===== src/rtl/rv32i_pkg.sv =====
// Shared definitions for the RV32I multi-cycle core: base opcodes,
// control FSM state encoding and datapath mux-select encodings.
package rv32i_pkg;

    localparam logic [6:0] OP       = 7'b0110011;
    localparam logic [6:0] OP_IMM   = 7'b0010011;
    localparam logic [6:0] LUI      = 7'b0110111;
    localparam logic [6:0] AUIPC    = 7'b0010111;
    localparam logic [6:0] LOAD     = 7'b0000011;
    localparam logic [6:0] STORE    = 7'b0100011;
    localparam logic [6:0] BRANCH   = 7'b1100011;
    localparam logic [6:0] JAL      = 7'b1101111;
    localparam logic [6:0] JALR     = 7'b1100111;
    localparam logic [6:0] MISC_MEM = 7'b0001111;
    localparam logic [6:0] SYSTEM   = 7'b1110011;

    typedef enum logic [3:0] {
        ST_IDLE     = 4'd0,
        ST_FETCH    = 4'd1,
        ST_DECODE   = 4'd2,
        ST_EXEC     = 4'd3,
        ST_WB       = 4'd4,
        ST_WB_NOP   = 4'd5,
        ST_MEM_ADDR = 4'd6,
        ST_MEM_RD   = 4'd7,
        ST_WB_LD    = 4'd8,
        ST_MEM_WR   = 4'd9,
        ST_BRANCH   = 4'd10,
        ST_JUMP     = 4'd11,
        ST_TRAP     = 4'd12
    } ctrl_state_t;

    typedef enum logic [1:0] {
        ALU_A_RS1  = 2'd0,
        ALU_A_PC   = 2'd1,
        ALU_A_ZERO = 2'd2
    } alu_a_sel_t;

    typedef enum logic [1:0] {
        ALU_B_RS2 = 2'd0,
        ALU_B_IMM = 2'd1
    } alu_b_sel_t;

    typedef enum logic [1:0] {
        WB_ALU = 2'd0,
        WB_MEM = 2'd1,
        WB_PC4 = 2'd2
    } wb_sel_t;

endpackage


===== src/rtl/rv32i_mem_timer.sv =====
// Memory-request wait timer.
//   clk, rst : clock, async active-high reset
//   clr      : synchronous clear (wins over en)
//   en       : count one wait cycle
//   expired  : count has reached MEM_TIMEOUT-1
module rv32i_mem_timer #(
    parameter int unsigned MEM_TIMEOUT = 16,
    parameter int unsigned TW          = 5
) (
    input  logic clk,
    input  logic rst,
    input  logic clr,
    input  logic en,
    output logic expired
);

    logic [TW-1:0] count;

    assign expired = (count == TW'(MEM_TIMEOUT - 1));

    // Saturates at the expiry value; the FSM leaves the wait state by then.
    always_ff @(posedge clk or posedge rst) begin
        if (rst)
            count <= '0;
        else if (clr)
            count <= '0;
        else if (en && !expired)
            count <= count + TW'(1);
    end

endmodule


===== src/rtl/rv32i_mc_ctrl.sv =====
// Multi-cycle control FSM for the RV32I core.
//   clk, rst   : clock, async active-high reset
//   opcode     : IR[6:0]
//   br_taken   : branch comparator result (used in BRANCH)
//   mem_ready  : memory ack, completes the current request this cycle
//   mem_req/mem_we/addr_sel : memory port control
//   ir_we, pc_we, pc_sel, rf_we : architectural register load controls
//   alu_a_sel, alu_b_sel, wb_sel : datapath mux selects
//   trap       : sticky fault flag (illegal opcode or memory timeout)
//   state_o    : current state encoding
module rv32i_mc_ctrl
    import rv32i_pkg::*;
#(
    parameter int unsigned MEM_TIMEOUT = 16,
    parameter int unsigned TW          = 5
) (
    input  logic       clk,
    input  logic       rst,
    input  logic [6:0] opcode,
    input  logic       br_taken,
    input  logic       mem_ready,
    output logic       mem_req,
    output logic       mem_we,
    output logic       addr_sel,
    output logic       ir_we,
    output logic       pc_we,
    output logic       pc_sel,
    output logic       rf_we,
    output logic [1:0] alu_a_sel,
    output logic [1:0] alu_b_sel,
    output logic [1:0] wb_sel,
    output logic       trap,
    output logic [3:0] state_o
);

    ctrl_state_t state;
    logic        in_mem;
    logic        expired;
    alu_a_sel_t  a_sel;
    alu_b_sel_t  b_sel;
    wb_sel_t     w_sel;

    assign in_mem = (state == ST_FETCH) || (state == ST_MEM_RD) || (state == ST_MEM_WR);

    // Held at zero outside memory states, so every request starts from zero.
    rv32i_mem_timer #(
        .MEM_TIMEOUT(MEM_TIMEOUT),
        .TW         (TW)
    ) u_timer (
        .clk    (clk),
        .rst    (rst),
        .clr    (!in_mem || mem_ready),
        .en     (in_mem && !mem_ready),
        .expired(expired)
    );

    always_ff @(posedge clk or posedge rst) begin
        if (rst) begin
            state <= ST_IDLE;
        end else begin
            case (state)
                ST_IDLE:   state <= ST_FETCH;
                ST_FETCH:
                    if (mem_ready)    state <= ST_DECODE;
                    else if (expired) state <= ST_TRAP;
                ST_DECODE:
                    case (opcode)
                        OP, OP_IMM, LUI, AUIPC: state <= ST_EXEC;
                        LOAD, STORE:            state <= ST_MEM_ADDR;
                        BRANCH:                 state <= ST_BRANCH;
                        JAL, JALR:              state <= ST_JUMP;
                        MISC_MEM:               state <= ST_WB_NOP;
                        SYSTEM:                 state <= ST_TRAP;
                        default:                state <= ST_TRAP;
                    endcase
                ST_EXEC:     state <= ST_WB;
                ST_WB:       state <= ST_FETCH;
                ST_WB_NOP:   state <= ST_FETCH;
                ST_MEM_ADDR: state <= (opcode == LOAD) ? ST_MEM_RD : ST_MEM_WR;
                ST_MEM_RD:
                    if (mem_ready)    state <= ST_WB_LD;
                    else if (expired) state <= ST_TRAP;
                ST_WB_LD:    state <= ST_FETCH;
                ST_MEM_WR:
                    if (mem_ready)    state <= ST_FETCH;
                    else if (expired) state <= ST_TRAP;
                ST_BRANCH:   state <= ST_FETCH;
                ST_JUMP:     state <= ST_FETCH;
                ST_TRAP:     state <= ST_TRAP;
                default:     state <= ST_TRAP;
            endcase
        end
    end

    // Outputs decode from the state register; ir_we, pc_we in MEM_WR and
    // pc_sel in BRANCH follow their inputs combinationally.
    always_comb begin
        mem_req  = 1'b0;
        mem_we   = 1'b0;
        addr_sel = 1'b0;
        ir_we    = 1'b0;
        pc_we    = 1'b0;
        pc_sel   = 1'b0;
        rf_we    = 1'b0;
        trap     = 1'b0;
        a_sel    = ALU_A_RS1;
        b_sel    = ALU_B_RS2;
        w_sel    = WB_ALU;
        case (state)
            ST_FETCH: begin
                mem_req = 1'b1;
                ir_we   = mem_ready;
            end
            ST_EXEC, ST_WB: begin
                // The ALU is combinational, so its operands stay selected
                // while WB consumes the result.
                case (opcode)
                    OP_IMM:  b_sel = ALU_B_IMM;
                    LUI:     begin a_sel = ALU_A_ZERO; b_sel = ALU_B_IMM; end
                    AUIPC:   begin a_sel = ALU_A_PC;   b_sel = ALU_B_IMM; end
                    default: ;
                endcase
                if (state == ST_WB) begin
                    rf_we = 1'b1;
                    pc_we = 1'b1;
                end
            end
            ST_WB_NOP: pc_we = 1'b1;
            ST_MEM_ADDR: b_sel = ALU_B_IMM;
            ST_MEM_RD: begin
                mem_req  = 1'b1;
                addr_sel = 1'b1;
                b_sel    = ALU_B_IMM;
            end
            ST_WB_LD: begin
                rf_we = 1'b1;
                w_sel = WB_MEM;
                pc_we = 1'b1;
            end
            ST_MEM_WR: begin
                mem_req  = 1'b1;
                mem_we   = 1'b1;
                addr_sel = 1'b1;
                b_sel    = ALU_B_IMM;
                pc_we    = mem_ready;
            end
            ST_BRANCH: begin
                a_sel  = ALU_A_PC;
                b_sel  = ALU_B_IMM;
                pc_we  = 1'b1;
                pc_sel = br_taken;
            end
            ST_JUMP: begin
                a_sel  = (opcode == JAL) ? ALU_A_PC : ALU_A_RS1;
                b_sel  = ALU_B_IMM;
                rf_we  = 1'b1;
                w_sel  = WB_PC4;
                pc_we  = 1'b1;
                pc_sel = 1'b1;
            end
            ST_TRAP: trap = 1'b1;
            default: ;
        endcase
    end

    assign alu_a_sel = a_sel;
    assign alu_b_sel = b_sel;
    assign wb_sel    = w_sel;
    assign state_o   = state;

endmodule


===== config.mk =====
export PLATFORM = sky130hd
export DESIGN_NAME = rv32i_mc_ctrl
export DESIGN_NICKNAME = d
export VERILOG_FILES = /design/src/rtl/rv32i_pkg.sv /design/src/rtl/rv32i_mem_timer.sv /design/src/rtl/rv32i_mc_ctrl.sv
export SDC_FILE = /design/constraint.sdc
export NUM_CORES = 1
export LEC_CHECK = 0
export ABC_AREA = 1
export CAP_MARGIN = 15
export CORE_AREA = 4 4 52 54
export CTS_CLUSTER_DIAMETER = 50
export DETAILED_ROUTE_END_ITERATION = 12
export DIE_AREA = 0 0 56 58
export GPL_TIMING_DRIVEN = 0
export PLACE_DENSITY = 0.72
export SLEW_MARGIN = 30
export SYNTH_ARGS = -nofsm -noshare
export SYNTH_HDL_FRONTEND = slang
export SYNTH_SLANG_ARGS = --single-unit

===== constraint.sdc =====
create_clock -name clk -period 3.7 [get_ports clk]
set_clock_uncertainty 0.15 [all_clocks]
set_input_delay 1.11 -clock clk [delete_from_list [all_inputs] [get_ports clk]]
set_output_delay 1.11 -clock clk [all_outputs]
set_load 0.05 [all_outputs]

### Word-level counts from Yosys, hierarchy flattened

Index checks and enable logic that the tools add are counted.

| storage, ports and cells | value |
|---|---|
| flip-flop bits (word level) | 9 |
| output and inout bits | 18 |
| input port bits | 11 |

| operators by class | value |
|---|---|
| eq/ne operators | 23 |
| reductions and logical operators | 21 |
| muxes and demuxes | 24 |
| add/subtract/negate cells | 1 |

Operators by type and width:

| operator | count |
|---|---|
| 4-bit one-hot mux with 7 select lines | 1 |
| 7-bit by 6-bit == test with 1-bit output, second input constant | 3 |
| 7-bit == test, second input constant | 3 |
| 4-bit == test, second input constant | 5 |
| 4-bit two-way mux | 5 |
| 4-bit one-hot mux with 5 select lines | 1 |
| 4-bit by 3-bit == test with 1-bit output, second input constant | 4 |
| 7-bit by 5-bit == test with 1-bit output, second input constant | 2 |
| 5-bit two-way mux | 2 |
| 2-bit OR reduction | 5 |
| 4-bit by 2-bit == test with 1-bit output, second input constant | 2 |
| 1-bit two-way mux | 8 |
| 2-bit one-hot mux with 2 select lines | 2 |
| 4-bit OR reduction | 2 |
| 7-bit by 2-bit == test with 1-bit output, second input constant | 1 |
| 7-bit by 4-bit == test with 1-bit output, second input constant | 1 |
| 1-bit one-hot mux with 2 select lines | 3 |
| 2-bit one-hot mux with 3 select lines | 1 |
| 3-bit OR reduction | 2 |
| 6-bit OR reduction | 1 |
| 5-bit by 1-bit adder with 5-bit output, second input constant | 1 |
| 5-bit by 4-bit == test with 1-bit output, second input constant | 1 |
| 5-bit OR reduction | 1 |
| 4-bit by 1-bit == test with 1-bit output, second input constant | 1 |
| 6 further kinds | 11 |

### Depth between registers and ports, before layout

| logic depth | value |
|---|---|
| depth after elaboration | 7 |
| depth in mapped cells | 10 |

### Hierarchy

A second synthesis with hierarchy kept.

| second synthesis, totals | value |
|---|---|
| cells, all modules | 162 |
| area total of the unflattened synthesis | 922.1 µm² |

By module, submodules not included:

| module | seq. area each (µm²) | area an instance (µm²) | cells each | times used |
|---|---|---|---|---|
| rv32i_mc_ctrl | 100.1 | 635.6 | 125 | 1 |
| rv32i_mem_timer | 125.1 | 286.5 | 37 | 1 |

### Worst setup path before layout

Ideal clock, no wire load.

| path | value |
|---|---|
| path kind | input port to output port |
| start point | input port opcode[1] |
| end point | output port alu_a_sel[0] |
| slack | -0.132 ns |
| cell stages on the path | 4 |
| data arrival time | 2.572 ns |
| path buffers | 0 |
| path through | nand2_1 -> nor3_1 -> nand3_1 -> o21ai_0 |

| on the way | value |
|---|---|
| cells in the longest elaborated chain, start to end | 3 |
| elaborated cells on any way between the ends | 6 |
| classes of those cells | eq/ne (3); mux (3) |

RTL lines:

| element | RTL line | RTL |
|---|---|---|
| start, declared | rv32i_mc_ctrl.sv:19 | `input logic [6:0] opcode,` |
| 7-bit by 5-bit == test with 1-bit output, or another cell as far along | rv32i_mc_ctrl.sv:117 | `case (opcode)` |
| 2-bit one-hot mux with 2 select lines / 1-bit two-way mux (equally long branches) | rv32i_mc_ctrl.sv:117, rv32i_mc_ctrl.sv:154 |  |
| 2-bit one-hot mux with 3 select lines (*) | rv32i_mc_ctrl.sv:109 | `case (state)` |
| end, declared | rv32i_mc_ctrl.sv:29 | `output logic [1:0] alu_a_sel,` |

Every way passes the cells marked *; elsewhere a longest branch is shown, timed or not.

### Worst setup path in the final report

| path | value |
|---|---|
| start point | input port mem_ready |
| end point | output port ir_we |

| on the way | value |
|---|---|
| cells in the longest elaborated chain, start to end | 1 |

RTL lines:

| element | RTL line | RTL |
|---|---|---|
| start, declared | rv32i_mc_ctrl.sv:21 | `input logic mem_ready,` |
| 1-bit two-way mux | rv32i_mc_ctrl.sv:109 |  |
| end, declared | rv32i_mc_ctrl.sv:25 | `output logic ir_we,` |

No other way between the ends.

==> results.yml <==
status:
  status: "complete, no violations"
yosys:
  synthCells: 148
  avgSynthCellArea_um2: 5.92
  yosysSeqAreaShare_pct: 25.7
  ys_ff_latch: 9
  synth_area_um2: 876
  synth_nets: 161
  synth_warnings: 0
  ys_types: 24
critical_path:
  worstSetupPathType: "in -> out"
  slowest_stage: "clkdlybuf4s50_1"
  path_max_fanout: 5
  worstRegToRegCells: 7
  cp.required_ns: 2.44
  rr_startpoint: "u_timer.count[0]"
  startpoint: "mem_ready"
  crit_arrival_ns: 2.38
  timing.critical_path.to: "ir_we"
  critical_path.top_delay_family: "buffers and inverters"
  critical_path_depth: 4
  rrSetupSlack_ns: 1.85
  reg2reg_to: "u_timer.count[3]"
  endpoint_kind: "output pin"
  critPathBufInv: 3
  critical-path-max-stage-delay_ns: 0.56
  crit_chain: "clkdlybuf4s50_1 > nand3_1 > inv_1 > clkdlybuf4s15_1"
  setup.worst_path.start_class: "input port"
sta:
  setup_ws_ns: 0.0596
  finalMaxSlewViolations: 0
  relSlewSlack_pct: 66.3
  max_slew.worst_pin.slew_ns: 0.504
  rsz0062_at_grt: "yes"
  fin_tns_setup_ns: 0
  max_freq_ghz: 0.275
  period_minus_slack_ns: 3.64
  finalSetupViolations: 0
  period_share_pct: 98.4
  hold_violations: 0
job:
  drv_cap: 0
power:
  powerDensity_nw_per_um2: 638
  vdd_drop_max_v: 0.000473
  leakage_uw: 0.000651
  p_total_uw: 780
global_routing:
  grt_max_degree: 10
  grt_pass1_vias: 954
  grt_usage_pct: 14.1
  grt-ovfl-total: 0
  grt_antenna_before_repair: 0
  grt_pass1_wl_um: 3790
final_layout:
  nets: 193
  diodes: 0
  regArea_um2: 225
  layout-drive-gt1-share_pct: 14.0
  fill_cells: 224
  multi_input_area_um2: 578
  syn2layout_area_growth_pct: 39.6
cts:
  clkTransAtPathRegs_ns: 0.06
  cts_hold_buf: 0
  clockBufferDepth: 2
  cts_tree: "yes"
  clock-sinks: 9
  htreeDepth: 1
  cts_buffers: 3
  cts_root_buf: "clkbuf_4"
  postCtsSetupBuffers: 0
  clock_latency_ns: 0.26
floorplanning:
  die_y_um: 58
  core.rowCount: 17
  start_util_pct: 39.6
  ios: 29
  die_w_um: 56
  die-area_um2: 3250
  coreArea_um2: 2210
routing:
  vias: 1048
  post_drt_wl_per_cell_um: 11.0
  drtIter0Drc: 19
  drt-total-wl_um: 2280
  route.detailed.drc: 0
  dr.pass1.iters: 6
  via_per_inst: 5.06
  ant_nets: 0
place:
  place.gp.congestion: 0.808
  hpwl_um: 1910
  numPortBuffers: 27
  post-place-ws_ns: -0.611
worst_hold_path:
  min_path_type: "reg -> reg"
  holdCritStartpoint: "u_timer.count[4]"
[power by group]
group / switching (uW) / leakage (uW) / internal, uW
logic: 378 / 0.000512 / 166
clock network: 36.1 / 0.0000177 / 39.9
registers: 36.5 / 0.000121 / 123
total: 451 / 0.000651 / 329
[worst min path at each step]
| stage | endpoint | cells past startpoint |
|---|---|---|
| after global placement | u_timer.count[4] | 2 |
| after global routing | u_timer.count[4] | 2 |
| final | u_timer.count[4] | 2 |
| after CTS | u_timer.count[4] | 2 |
| after detailed placement | u_timer.count[4] | 2 |
| after floorplan | u_timer.count[4] | 2 |
[tightest hold or removal path, cell delays in order, from the launching register on]
cell and delay, ns:
dfrtp_1 0.35, a21oi_1 0.06, nor2_1 0.09
[registers in the layout, summed over array words and instances, names as in the netlist]
| signal | count |
|---|---|
| state_o | 4 |
| u_timer.count | 5 |
[layout make-up]
cell class                      count  share of cell area (%)
Inverter                           22                    6.76
Tap cell                           28                    2.87
Buffer                              1                   0.614
Clock buffer                        3                    1.84
Clock inverter                      1                   0.409
Timing Repair Buffer               27                    21.8
Sequential cell                     9                    18.4
Multi-Input combinational cell    116                    47.3
[cells in the final DEF, fill, tap and decap left out, types with 3 or more instances in the layout]
cell type / instances
nand3_1: 18
inv_1: 19
nand4_1: 5
nand2_2: 3
nand2_1: 41
o21ai_0: 3
dfrtp_1: 9
inv_2: 3
a21oi_1: 3
clkbuf_4: 3
nor2_1: 24
clkdlybuf4s50_1: 20
[metal layers]
metal | wire, um | GRT usage, % | vias to the layer above | share of wire, %
li1 | - | - | 532 | -
met1 | 976 | 17.0 | 484 | 43
met2 | 1120 | 25.5 | 30 | 49
met3 | 174 | 4.23 | 2 | 7.6
met4 | 6 | 2.03 | 0 | 0.26
met5 | 0 | 0 | - | 0
[per-stage QoR]
step | utilization [%] | hold WS [ns] | instances | instance area (um^2)
2_1_floorplan | - | 0.345 | 148 | 876
3_3_place_gp | 53.4 | 0.359 | 203 | 1180
3_5_place_dp | 53.4 | 0.380 | 203 | 1180
4_1_cts | 54.4 | 0.390 | 207 | 1200
5_1_grt | 55.3 | 0.400 | 207 | 1220
6_report | 55.3 | 0.389 | 207 | 1220
[what timing repair did]
item	4_1_cts	5_1_grt
endpoints found under the setup margin	6	4
gates resized for setup	22	12
pin swaps	0	1
[Yosys cell counts]
library cell  number  area, um^2
ha_1               2        25.0
o21a_1             1        7.51
o21ai_2            1        8.76
nand2_1           42         158
nand2_4            1        11.3
o21ai_0            4        20.0
nor2_4             1        11.3
nand4_1            5        31.3
inv_2              1        3.75
a21oi_2            2        17.5
a31oi_1            1        6.26
nand3_1           18        90.1
or2_2              1        6.26
inv_1             21        78.8
and3_1             1        6.26
nor3_1             1        5.00
conb_1             1        3.75
xor2_1             2        17.5
buf_4              1        7.51
nor3_2             1        10.0
dfrtp_1            9         225
nor2_1            26        97.6
nand2_2            2        12.5
a21oi_1            3        15.0
[logic make-up (layout without fill, tap and decap cells)]
kind of cell / after synthesis / in the layout / synth area share, %
XOR/XNOR: 2 / 2 / 2.00
AND/OR/NAND/NOR: 99 / 99 / 50.1
buffers and inverters: 23 / 54 / 10.3
flip-flops: 9 / 9 / 25.7
adder cells (fa/ha/maj): 2 / 2 / 2.86
other: 1 / 1 / 0.428
AO/OA/AOI/OAI: 12 / 12 / 8.57
(Power assumes the default switching activity.)
